--- src/rtl/burst_master_pkg.sv ---
// Shared types and constants for the burst master read/write engines.
package burst_master_pkg;

  typedef enum logic [1:0] {
    R_IDLE = 2'd0,
    R_ADDR = 2'd1,
    R_DATA = 2'd2
  } rd_state_e;

  typedef enum logic [1:0] {
    W_IDLE = 2'd0,
    W_ADDR = 2'd1,
    W_DATA = 2'd2,
    W_RESP = 2'd3
  } wr_state_e;

  localparam logic [1:0] RESP_OKAY   = 2'd0;
  localparam logic [1:0] RESP_EXOKAY = 2'd1;
  localparam logic [1:0] RESP_SLVERR = 2'd2;
  localparam logic [1:0] RESP_DECERR = 2'd3;

  localparam int unsigned RESP_W  = 2;
  localparam int unsigned RD_ST_W = 4;
  localparam int unsigned WR_ST_W = 3;

  // Status bit positions; response occupies bits [1:0] in both words
  localparam int unsigned RD_ST_ID_ERR  = 3;
  localparam int unsigned RD_ST_LEN_ERR = 2;
  localparam int unsigned WR_ST_ID_ERR  = 2;

endpackage

--- src/rtl/burst_wr_engine.sv ---
// Write engine: command latch, AW/W/B sequencing, beat mux and B check.
module burst_wr_engine
  import burst_master_pkg::*;
#(
  parameter int unsigned ADDR_W = 8,
  parameter int unsigned DATA_W = 8,
  parameter int unsigned ID_W   = 4,
  parameter int unsigned LEN_W  = 4
) (
  input  logic                          clk,
  input  logic                          rst_n,
  input  logic                          wr_cmd_valid,
  output logic                          wr_cmd_ready,
  input  logic [ADDR_W-1:0]             wr_cmd_addr,
  input  logic [LEN_W-1:0]              wr_cmd_len,
  input  logic [ID_W-1:0]               wr_cmd_id,
  input  logic [DATA_W*(1<<LEN_W)-1:0]  wr_cmd_data,
  output logic                          wr_done,
  output logic [WR_ST_W-1:0]            wr_status,
  output logic                          AWVALID,
  input  logic                          AWREADY,
  output logic [ADDR_W-1:0]             AWADDR,
  output logic [LEN_W-1:0]              AWLEN,
  output logic [ID_W-1:0]               AWID,
  output logic                          WVALID,
  input  logic                          WREADY,
  output logic [DATA_W-1:0]             WDATA,
  output logic                          WLAST,
  input  logic                          BVALID,
  output logic                          BREADY,
  input  logic [RESP_W-1:0]             BRESP,
  input  logic [ID_W-1:0]               BID
);

  localparam int unsigned BEATS = 1 << LEN_W;
  localparam int unsigned VEC_W = DATA_W * BEATS;
  localparam int unsigned IDX_W = $clog2(VEC_W);

  wr_state_e             wr_state;
  logic [VEC_W-1:0]      data_q;
  logic [LEN_W-1:0]      wr_cnt;
  logic [LEN_W-1:0]      wr_cnt_nxt;
  logic [IDX_W-1:0]      beat_base;
  logic [DATA_W-1:0]     next_beat;
  logic                  wr_accept;
  logic [WR_ST_W-1:0]    status_nxt;

  // Next beat selection from the latched data vector
  always_comb begin
    wr_cnt_nxt = wr_cnt + LEN_W'(1);
    beat_base  = IDX_W'(wr_cnt_nxt) * IDX_W'(DATA_W);
    next_beat  = data_q[beat_base +: DATA_W];
    wr_accept  = wr_cmd_valid && wr_cmd_ready;
  end

  // Completion status word assembled from the B channel
  always_comb begin
    status_nxt               = '0;
    status_nxt[WR_ST_ID_ERR] = (BID != AWID);
    status_nxt[1:0]          = BRESP;
  end

  // Write FSM with registered channel outputs
  always_ff @(posedge clk or negedge rst_n) begin
    if (!rst_n) begin
      wr_state     <= W_IDLE;
      wr_cmd_ready <= 1'b1;
      data_q       <= '0;
      wr_cnt       <= '0;
      wr_done      <= 1'b0;
      wr_status    <= '0;
      AWVALID      <= 1'b0;
      AWADDR       <= '0;
      AWLEN        <= '0;
      AWID         <= '0;
      WVALID       <= 1'b0;
      WDATA        <= '0;
      WLAST        <= 1'b0;
      BREADY       <= 1'b0;
    end else begin
      wr_done      <= 1'b0;
      wr_cmd_ready <= (wr_state == W_IDLE) && !wr_accept;
      case (wr_state)
        W_IDLE: begin
          if (wr_accept) begin
            AWADDR   <= wr_cmd_addr;
            AWLEN    <= wr_cmd_len;
            AWID     <= wr_cmd_id;
            data_q   <= wr_cmd_data;
            wr_cnt   <= '0;
            AWVALID  <= 1'b1;
            wr_state <= W_ADDR;
          end
        end
        W_ADDR: begin
          if (AWREADY) begin
            AWVALID  <= 1'b0;
            WVALID   <= 1'b1;
            WDATA    <= data_q[DATA_W-1:0];
            WLAST    <= (AWLEN == '0);
            wr_state <= W_DATA;
          end
        end
        W_DATA: begin
          if (WREADY) begin
            wr_cnt <= (wr_cnt == '1) ? wr_cnt : wr_cnt_nxt;
            if (WLAST) begin
              WVALID   <= 1'b0;
              WLAST    <= 1'b0;
              BREADY   <= 1'b1;
              wr_state <= W_RESP;
            end else begin
              WDATA <= next_beat;
              WLAST <= (wr_cnt_nxt == AWLEN);
            end
          end
        end
        W_RESP: begin
          if (BVALID) begin
            BREADY    <= 1'b0;
            wr_done   <= 1'b1;
            wr_status <= status_nxt;
            wr_state  <= W_IDLE;
          end
        end
        default: wr_state <= W_IDLE;
      endcase
    end
  end

endmodule

--- src/rtl/burst_master.sv ---
// Burst master top: inline read engine plus instantiated write engine.
module burst_master
  import burst_master_pkg::*;
#(
  parameter int unsigned ADDR_W = 8,
  parameter int unsigned DATA_W = 8,
  parameter int unsigned ID_W   = 4,
  parameter int unsigned LEN_W  = 4
) (
  input  logic                          clk,
  input  logic                          rst_n,
  input  logic                          rd_cmd_valid,
  output logic                          rd_cmd_ready,
  input  logic [ADDR_W-1:0]             rd_cmd_addr,
  input  logic [LEN_W-1:0]              rd_cmd_len,
  input  logic [ID_W-1:0]               rd_cmd_id,
  output logic                          rd_beat_valid,
  output logic [DATA_W-1:0]             rd_beat_data,
  output logic                          rd_done,
  output logic [RD_ST_W-1:0]            rd_status,
  input  logic                          wr_cmd_valid,
  output logic                          wr_cmd_ready,
  input  logic [ADDR_W-1:0]             wr_cmd_addr,
  input  logic [LEN_W-1:0]              wr_cmd_len,
  input  logic [ID_W-1:0]               wr_cmd_id,
  input  logic [DATA_W*(1<<LEN_W)-1:0]  wr_cmd_data,
  output logic                          wr_done,
  output logic [WR_ST_W-1:0]            wr_status,
  output logic                          ARVALID,
  input  logic                          ARREADY,
  output logic [ADDR_W-1:0]             ARADDR,
  output logic [LEN_W-1:0]              ARLEN,
  output logic [ID_W-1:0]               ARID,
  input  logic                          RVALID,
  output logic                          RREADY,
  input  logic [DATA_W-1:0]             RDATA,
  input  logic [RESP_W-1:0]             RRESP,
  input  logic                          RLAST,
  input  logic [ID_W-1:0]               RID,
  output logic                          AWVALID,
  input  logic                          AWREADY,
  output logic [ADDR_W-1:0]             AWADDR,
  output logic [LEN_W-1:0]              AWLEN,
  output logic [ID_W-1:0]               AWID,
  output logic                          WVALID,
  input  logic                          WREADY,
  output logic [DATA_W-1:0]             WDATA,
  output logic                          WLAST,
  input  logic                          BVALID,
  output logic                          BREADY,
  input  logic [RESP_W-1:0]             BRESP,
  input  logic [ID_W-1:0]               BID
);

  rd_state_e            rd_state;
  logic [LEN_W-1:0]     rd_cnt;
  logic                 rd_id_err;
  logic                 rd_len_err;
  logic [RESP_W-1:0]    rd_worst;
  logic                 rd_accept;
  logic                 id_err_nxt;
  logic                 len_err_nxt;
  logic [RESP_W-1:0]    worst_nxt;
  logic [RD_ST_W-1:0]   status_nxt;

  // Sticky burst checks folded with the beat currently on the R channel
  always_comb begin
    rd_accept   = rd_cmd_valid && rd_cmd_ready;
    id_err_nxt  = rd_id_err || (RID != ARID);
    len_err_nxt = rd_len_err || (RLAST ? (rd_cnt != ARLEN) : (rd_cnt == ARLEN));
    worst_nxt   = (RRESP > rd_worst) ? RRESP : rd_worst;
    status_nxt                = '0;
    status_nxt[RD_ST_ID_ERR]  = id_err_nxt;
    status_nxt[RD_ST_LEN_ERR] = len_err_nxt;
    status_nxt[1:0]           = worst_nxt;
  end

  // Read FSM with registered channel outputs
  always_ff @(posedge clk or negedge rst_n) begin
    if (!rst_n) begin
      rd_state      <= R_IDLE;
      rd_cmd_ready  <= 1'b1;
      rd_cnt        <= '0;
      rd_id_err     <= 1'b0;
      rd_len_err    <= 1'b0;
      rd_worst      <= '0;
      rd_beat_valid <= 1'b0;
      rd_beat_data  <= '0;
      rd_done       <= 1'b0;
      rd_status     <= '0;
      ARVALID       <= 1'b0;
      ARADDR        <= '0;
      ARLEN         <= '0;
      ARID          <= '0;
      RREADY        <= 1'b0;
    end else begin
      rd_beat_valid <= 1'b0;
      rd_done       <= 1'b0;
      rd_cmd_ready  <= (rd_state == R_IDLE) && !rd_accept;
      case (rd_state)
        R_IDLE: begin
          if (rd_accept) begin
            ARADDR     <= rd_cmd_addr;
            ARLEN      <= rd_cmd_len;
            ARID       <= rd_cmd_id;
            ARVALID    <= 1'b1;
            rd_cnt     <= '0;
            rd_id_err  <= 1'b0;
            rd_len_err <= 1'b0;
            rd_worst   <= '0;
            rd_state   <= R_ADDR;
          end
        end
        R_ADDR: begin
          if (ARREADY) begin
            ARVALID  <= 1'b0;
            RREADY   <= 1'b1;
            rd_state <= R_DATA;
          end
        end
        R_DATA: begin
          if (RVALID) begin
            rd_beat_valid <= 1'b1;
            rd_beat_data  <= RDATA;
            rd_cnt        <= (rd_cnt == '1) ? rd_cnt : rd_cnt + LEN_W'(1);
            rd_id_err     <= id_err_nxt;
            rd_len_err    <= len_err_nxt;
            rd_worst      <= worst_nxt;
            if (RLAST) begin
              RREADY    <= 1'b0;
              rd_done   <= 1'b1;
              rd_status <= status_nxt;
              rd_state  <= R_IDLE;
            end
          end
        end
        default: rd_state <= R_IDLE;
      endcase
    end
  end

  burst_wr_engine #(
    .ADDR_W (ADDR_W),
    .DATA_W (DATA_W),
    .ID_W   (ID_W),
    .LEN_W  (LEN_W)
  ) u_wr (
    .clk          (clk),
    .rst_n        (rst_n),
    .wr_cmd_valid (wr_cmd_valid),
    .wr_cmd_ready (wr_cmd_ready),
    .wr_cmd_addr  (wr_cmd_addr),
    .wr_cmd_len   (wr_cmd_len),
    .wr_cmd_id    (wr_cmd_id),
    .wr_cmd_data  (wr_cmd_data),
    .wr_done      (wr_done),
    .wr_status    (wr_status),
    .AWVALID      (AWVALID),
    .AWREADY      (AWREADY),
    .AWADDR       (AWADDR),
    .AWLEN        (AWLEN),
    .AWID         (AWID),
    .WVALID       (WVALID),
    .WREADY       (WREADY),
    .WDATA        (WDATA),
    .WLAST        (WLAST),
    .BVALID       (BVALID),
    .BREADY       (BREADY),
    .BRESP        (BRESP),
    .BID          (BID)
  );

endmodule
--- config.mk ---
export PLATFORM = sky130hd
export DESIGN_NAME = burst_master
export DESIGN_NICKNAME = d
export VERILOG_FILES = /design/src/rtl/burst_master_pkg.sv /design/src/rtl/burst_wr_engine.sv /design/src/rtl/burst_master.sv
export SDC_FILE = /design/constraint.sdc
export NUM_CORES = 1
export LEC_CHECK = 0
export CORE_ASPECT_RATIO = 0.75
export CORE_MARGIN = 8
export CORE_UTILIZATION = 25
export CTS_BUF_LIST = sky130_fd_sc_hd__clkbuf_8
export DETAILED_ROUTE_END_ITERATION = 10
export SYNTH_ARGS = -nofsm -noshare
export SYNTH_HDL_FRONTEND = slang
export SYNTH_SLANG_ARGS = --single-unit
--- constraint.sdc ---
create_clock -name clk -period 2.9 [get_ports clk]
set_input_delay 0.435 -clock clk [delete_from_list [all_inputs] [get_ports clk]]
set_output_delay 0.435 -clock clk [all_outputs]
set_load 0.01 [all_outputs]
==> reports/metrics.cfg, run 1 <==
[clock_network]
post_cts_buffers = 0
clk_pin_slew_ns = 0.07
post_cts_resized = 0
cts_tree = done
cts_made_buffers = 38
cts_hold_buf = 1
ctsLongestPathBuffers = 3
cts.sinks = 210
clk-insertion-delay-late_ns = 0.56
clockRootBuffer = clkbuf_8
h-tree-depth = 2

[sta]
slew_headroom_pct = 53.2
fmax_ghz = 0.458
rsz0062_at_grt = no
tightest_slew_ns = 0.702
slew_viol_final = 0
hold_violations = 0
fin_ws_ns = 0.715
fin_crit_sh_pct = 75.4
whs_ns = 0.422
skew_ns = 0.0359
fin_tns_setup_ns = 0
period_minus_slack_ns = 2.19
setup_viol = 0

[grt]
overflow = 0
track_usage_pct = 12.7
grt_pass1_vias = 7113
grt_max_degree = 92
grt_pass1_wl_mm = 43.2
antenna_found_initial = 7

[die]
die_width_um = 241
core_area_um2 = 37200
initial_utilization_pct = 25.4
dieHeight_um = 184
rows = 61
ios = 256
die-area_um2 = 44400

[power_and_ir_drop]
leakage_nw = 5.72
power.ir.vdd_worst_v = 0.000506
power.density_nw_per_um2 = 1020

[yosys]
syn_area_per_cell_um2 = 14.1
ys_ff_latch = 210
syn_inst = 670
yosysUniqueCellTypes = 52
syn_nets = 869
synth_flop_cell = dfrtp_1
synth-async-reset-ratio_pct = 100
yosys_warnings = 0
yosysTopAreaCell = dfrtp_1
synth_top_area_share_pct = 55.0
synth_area_leaders = dfrtp_1 55%, mux2_2 19%, mux4_2 7.9%, mux2i_1 2.0%, nand2_1 1.7%
synth_edf_count = 0
yosysSeqAreaShare_pct = 55.6
netlist_area_um2 = 9460

[worst_setup_path]
cp_top_family = multiplexers
cpMaxStageDelayCell = mux4_2
critical-path-max-stage-delay_ns = 0.47
worstPathMaxFanout = 22
required_ns = 3.34
end_kind = flop
cp.arrival_ns = 2.62
crit_top_cell = mux4_2
cp_cell_sequence = ha_2 > buf_12 > mux4_2 > mux4_2 > a31o_1
cp-start-kind = flop
crit_type = reg -> reg
worst-path-buf-inv = 1

[min_path]
hold_class = in -> async

[cells_and_area]
fin_util_pct = 36.2
final_cells = 1485
fillCellCount = 3637
final_nets = 1148
area_growth_pct = 42.3
layout-drive-gt1-share_pct = 29.2

[detailed_routing]
drt_wl_total_mm = 28.7
drc = 0
antenna_left = 0
vias = 6528
avgRoutedWirePerCell_um = 19.3
firstDrtPassIters = 4
via_per_inst = 4.40
initialDrtViolationCount = 316

[place]
numPortBuffers = 255
place_congestion = 0.804
hpwlAfterDp_mm = 21.2
dp_cells = 1412
post-place-ws_ns = 0.540

[status]
status = finished, final reports clean

[job]
maxCapViolCount = 0

==> state kept, by name, summed over array words and instances, names as in the netlist, 2 cells and up <==
signal          cells
u_wr.AWADDR         8
rd_worst            2
u_wr.wr_status      3
rd_cnt              4
u_wr.AWLEN          4
ARLEN               4
u_wr.AWID           4
u_wr.data_q       128
ARID                4
u_wr.wr_cnt         4
u_wr.wr_state       2
rd_status           4
rd_state            2
rd_beat_data        8
ARADDR              8
u_wr.WDATA          8
==> metrics by stage <==
step	total power, mW	cell area (um2)
2_1_floorplan	8.53	9460
3_3_place_gp	11.0	12700
3_5_place_dp	11.1	12700
4_1_cts	14.0	13500
5_1_grt	14.6	13500
6_report	13.7	13500
==> kinds of logic after synthesis <==
logic type	Yosys count	share of synthesized area, %
xor+xnor	17	1.81
fa+ha+maj	9	1.19
buf+inv	60	2.78
simple gates	96	4.78
mux	215	29.3
compound gates	63	4.59
flops	210	55.6
==> placed cells by master, fill, tap and decap left out, types with 3 or more instances in the layout <==
master / netlist / layout
clkdlybuf4s50_1: 0 / 254
dfrtp_1: 208 / 207
mux2_2: 163 / 163
clkbuf_8: 0 / 47
nand2_1: 44 / 44
inv_1: 26 / 41
mux4_2: 33 / 33
mux2i_1: 19 / 19
nor2_1: 13 / 13
o21ai_0: 12 / 12
buf_4: 4 / 12
nand3_1: 12 / 11
a21oi_1: 9 / 9
nor2b_1: 9 / 9
xnor2_1: 8 / 8
a31oi_1: 8 / 8
ha_1: 9 / 8
a31o_2: 7 / 7
xor2_1: 6 / 6
clkinv_2: 0 / 6
o22ai_1: 5 / 5
buf_12: 0 / 5
nand2b_1: 4 / 4
diode_2: 0 / 3
nand4_1: 3 / 3
o41ai_1: 3 / 3
==> power by group <==
part / switching [mW] / internal [mW]
clock network: 1.28 / 1.46
registers: 0.902 / 4.33
logic: 2.38 / 3.33
total: 4.57 / 9.12
==> final cells by class <==
class / instances / area (um2) / area share [%]
tap: 504 / 631 / 4.68
clock inverter: 22 / 93.8 / 0.697
multi-input combinational: 400 / 3970 / 29.5
clock buffer: 47 / 647 / 4.81
inverter: 26 / 97.6 / 0.725
sequential: 210 / 5260 / 39.1
antenna: 3 / 7.51 / 0.0558
timing repair buffer: 273 / 2760 / 20.5
==> path summary, 6_finish.rpt <==
kind | cells past startpoint | end | startpoint | slack (ns)
setup / recovery | 5 | u_wr.WDATA[5]$_DFFE_PN0P_ | u_wr.wr_cnt[0]$_DFFE_PN0P_ | 0.71
setup reg to reg | 5 | u_wr.WDATA[5]$_DFFE_PN0P_ | u_wr.wr_cnt[0]$_DFFE_PN0P_ | 0.71
min in group clk | 3 | rd_beat_data[5]$_DFFE_PN0P_ | RDATA[5] | 0.44
hold / removal | 2 | ARADDR[3]$_DFFE_PN0P_ | rst_n | 0.42
max in group asynchronous | 3 | rd_beat_data[4]$_DFFE_PN0P_ | rst_n | 1.62
hold reg to reg | 2 | rd_beat_data[2]$_DFFE_PN0P_ | rd_beat_data[2]$_DFFE_PN0P_ | 0.48
==> metal layers <==
metal | GRT usage (%) | routed length (um) | part of all wire (%)
met3 | 4.09 | 1970 | 6.8
met4 | 4.60 | 728 | 2.5
met5 | 0 | 55 | 0.19
met1 | 16.7 | 12600 | 44
met2 | 19.5 | 13300 | 46
==> synthesized netlist by cell type (2+ instances only) <==
library cell	count
buf_4	4
o2bb2ai_1	2
a31oi_1	8
dfstp_2	2
o22ai_1	5
xnor2_2	2
o41ai_1	3
o21ai_0	12
o31ai_1	2
nand2b_1	4
mux2_2	163
buf_1	2
nor2b_1	9
or4_1	2
dfrtp_1	208
nand2_1	44
xnor2_1	8
clkbuf_1	15
inv_1	26
buf_2	12
ha_1	9
a21oi_1	9
and3_1	2
a22o_1	2
xor2_1	6
nor2_1	13
a31o_2	7
nand4_1	3
mux2i_1	19
a211oi_1	2
nand3_1	12
mux4_2	33
Power figures use the tool's default switching activity.
==> inputs of run 2 (changes only) <==
Clock period 2.9 ns to 2.1 ns, I/O delays scaled along.
==> reports/metrics.cfg, run 2 (synthesis gave the netlist of run 1 again) <==
[power_and_ir_drop]
power.ir.vdd_worst_v = 0.000390
power.density_nw_per_um2 = 1450
leakage_nw = 5.95

[detailed_routing]
drt_wl_total_mm = 29.8
vias = 6601
drc = 0
avgRoutedWirePerCell_um = 19.7
met3_length_mm = 1.93
firstDrtPassIters = 5
top_layer = met5
initialDrtViolationCount = 302
antenna_left = 0
via_per_inst = 4.36
met2_length_mm = 13.9
drt-met1-wl_mm = 13.2

[sta]
setup_viol = 0
fin_crit_sh_pct = 96.1
fin_tns_setup_ns = 0
slew_viol_final = 0
hold_violations = 0
tightest_slew_ns = 0.472
rsz0062_at_grt = no
slew_headroom_pct = 68.5
skew_ns = 0.0315
period_minus_slack_ns = 2.02
fmax_ghz = 0.496

[die]
die_width_um = 241
rows = 61
core_area_um2 = 37200
initial_utilization_pct = 25.4
dieHeight_um = 184
ios = 256
die-area_um2 = 44400

[clock_network]
ctsLongestPathBuffers = 3
cts_made_buffers = 39
clockRootBuffer = clkbuf_8
cts_tree = done
clk_pin_slew_ns = 0.07
clk-insertion-delay-late_ns = 0.55
h-tree-depth = 2
cts.sinks = 210

[min_path]
hold_class = in -> async

[place]
place_congestion = 0.802
hpwlAfterDp_mm = 23.1
place_area_um2 = 13000
numPortBuffers = 255

[worst_setup_path]
rr_worst_depth = 5
cp.arrival_ns = 2.45
r2r_end = u_wr.WDATA[5]$_DFFE_PN0P_
required_ns = 2.54
worstPathMaxFanout = 12
regToRegSetupSlack_ns = 0.08
crit_type = reg -> reg
cp-start-kind = flop
reg2reg_from = u_wr.wr_cnt[0]$_DFFE_PN0P_
end_kind = flop

[grt]
antenna_found_initial = 7
grt_pass1_vias = 7121
overflow = 0
grt_max_degree = 70
track_usage_pct = 13.2
grt_pass1_wl_mm = 44.8

[cells_and_area]
area_growth_pct = 47.8
final_common_cell = clkdlybuf4s50_1
layout-drive-gt1-share_pct = 32.4
fin_area_um2 = 14000
largest_register_ffs = 128
regMostFlops = u_wr.data_q
fillCellCount = 3596
final_nets = 1178
final_cell_mix = 254 x clkdlybuf4s50_1, 207 x dfrtp_1, 163 x mux2_2

[status]
status = finished, final reports clean

[job]
maxCapViolCount = 0

run 2: cell types whose count changed in the layout (fill, tap and decap cells not counted), moves of 2 or more:
cell       change
buf_4         +19
buf_12         +9
inv_1          -8
clkbuf_8       +6
bufinv_16      +4
clkinv_2       -3
mux2i_1        -2
mux2i_2        +2
run 2: per-layer routing:
metal / vias to the layer above / track usage, %
met5: - / 0
met4: 10 / 3.97
met3: 59 / 4.13
met2: 160 / 20.2
met1: 3318 / 17.7
li1: 3054 / -
run 2: what timing repair did:
item                                    in CTS  in global routing
buffers inserted                             0                  4
hold endpoints to repair                   118                  0
endpoints found under the setup margin       1                  7
resized for setup                            1                  4
hold buffers                                 1                  0
run 2: worst max-delay path, cell delays in order, from the launching register on:
cell,delay (ns)
dfrtp_2,0.43
ha_4,0.31
buf_12,0.15
mux4_2,0.32
mux4_2,0.48
a31o_1,0.22
run 2: cell type report:
| type | instances | area, um2 | share of cell area (%) |
|---|---|---|---|
| Clock inverter | 16 | 178 | 1.27 |
| Sequential cell | 210 | 5260 | 37.6 |
| Tap cell | 504 | 631 | 4.51 |
| Timing Repair Buffer | 302 | 3090 | 22.1 |
| Inverter | 26 | 97.6 | 0.698 |
| Clock buffer | 53 | 729 | 5.22 |
| Multi-Input combinational cell | 400 | 3990 | 28.5 |
| Antenna cell | 2 | 5.00 | 0.0358 |
run 2: worst max path at each step:
stage          slack [ns]                        start                        end  cells past startpoint
2_1_floorplan       0.005   u_wr.wr_cnt[1]$_DFFE_PN0P_  u_wr.WDATA[6]$_DFFE_PN0P_                      7
4_1_cts             0.004   u_wr.wr_cnt[0]$_DFFE_PN0P_  u_wr.WDATA[3]$_DFFE_PN0P_                      7
6_report             0.08   u_wr.wr_cnt[0]$_DFFE_PN0P_  u_wr.WDATA[5]$_DFFE_PN0P_                      5
3_5_place_dp        0.006   u_wr.wr_cnt[0]$_DFFE_PN0P_  u_wr.WDATA[3]$_DFFE_PN0P_                      7
3_3_place_gp         0.01   u_wr.wr_cnt[0]$_DFFE_PN0P_  u_wr.WDATA[3]$_DFFE_PN0P_                      7
5_1_grt             0.008  u_wr.wr_cmd_ready$_DFF_PN1_               wr_cmd_ready                      1
run 2: through the flow:
stage | hold WS, ns | cells | power (mW) | util, % | setup WS, ns
after detailed placement | 0.198 | 1437 | 15.8 | 35.0 | 0.00581
after global placement | 0.197 | 1437 | 15.6 | 35.0 | 0.0115
final | 0.220 | 1513 | 20.3 | 37.6 | 0.0827
after floorplan | 0.0194 | 670 | 11.8 | - | 0.00464
after CTS | 0.185 | 1507 | 20.5 | 37.5 | 0.00428
after global routing | 0.209 | 1513 | 21.6 | 37.6 | 0.00780
run 2: where the power goes:
group,switching [mW],total (mW),internal [mW]
combinational,3.32,8.40,5.08
sequential,1.34,7.32,5.98
clock,1.82,4.56,2.74
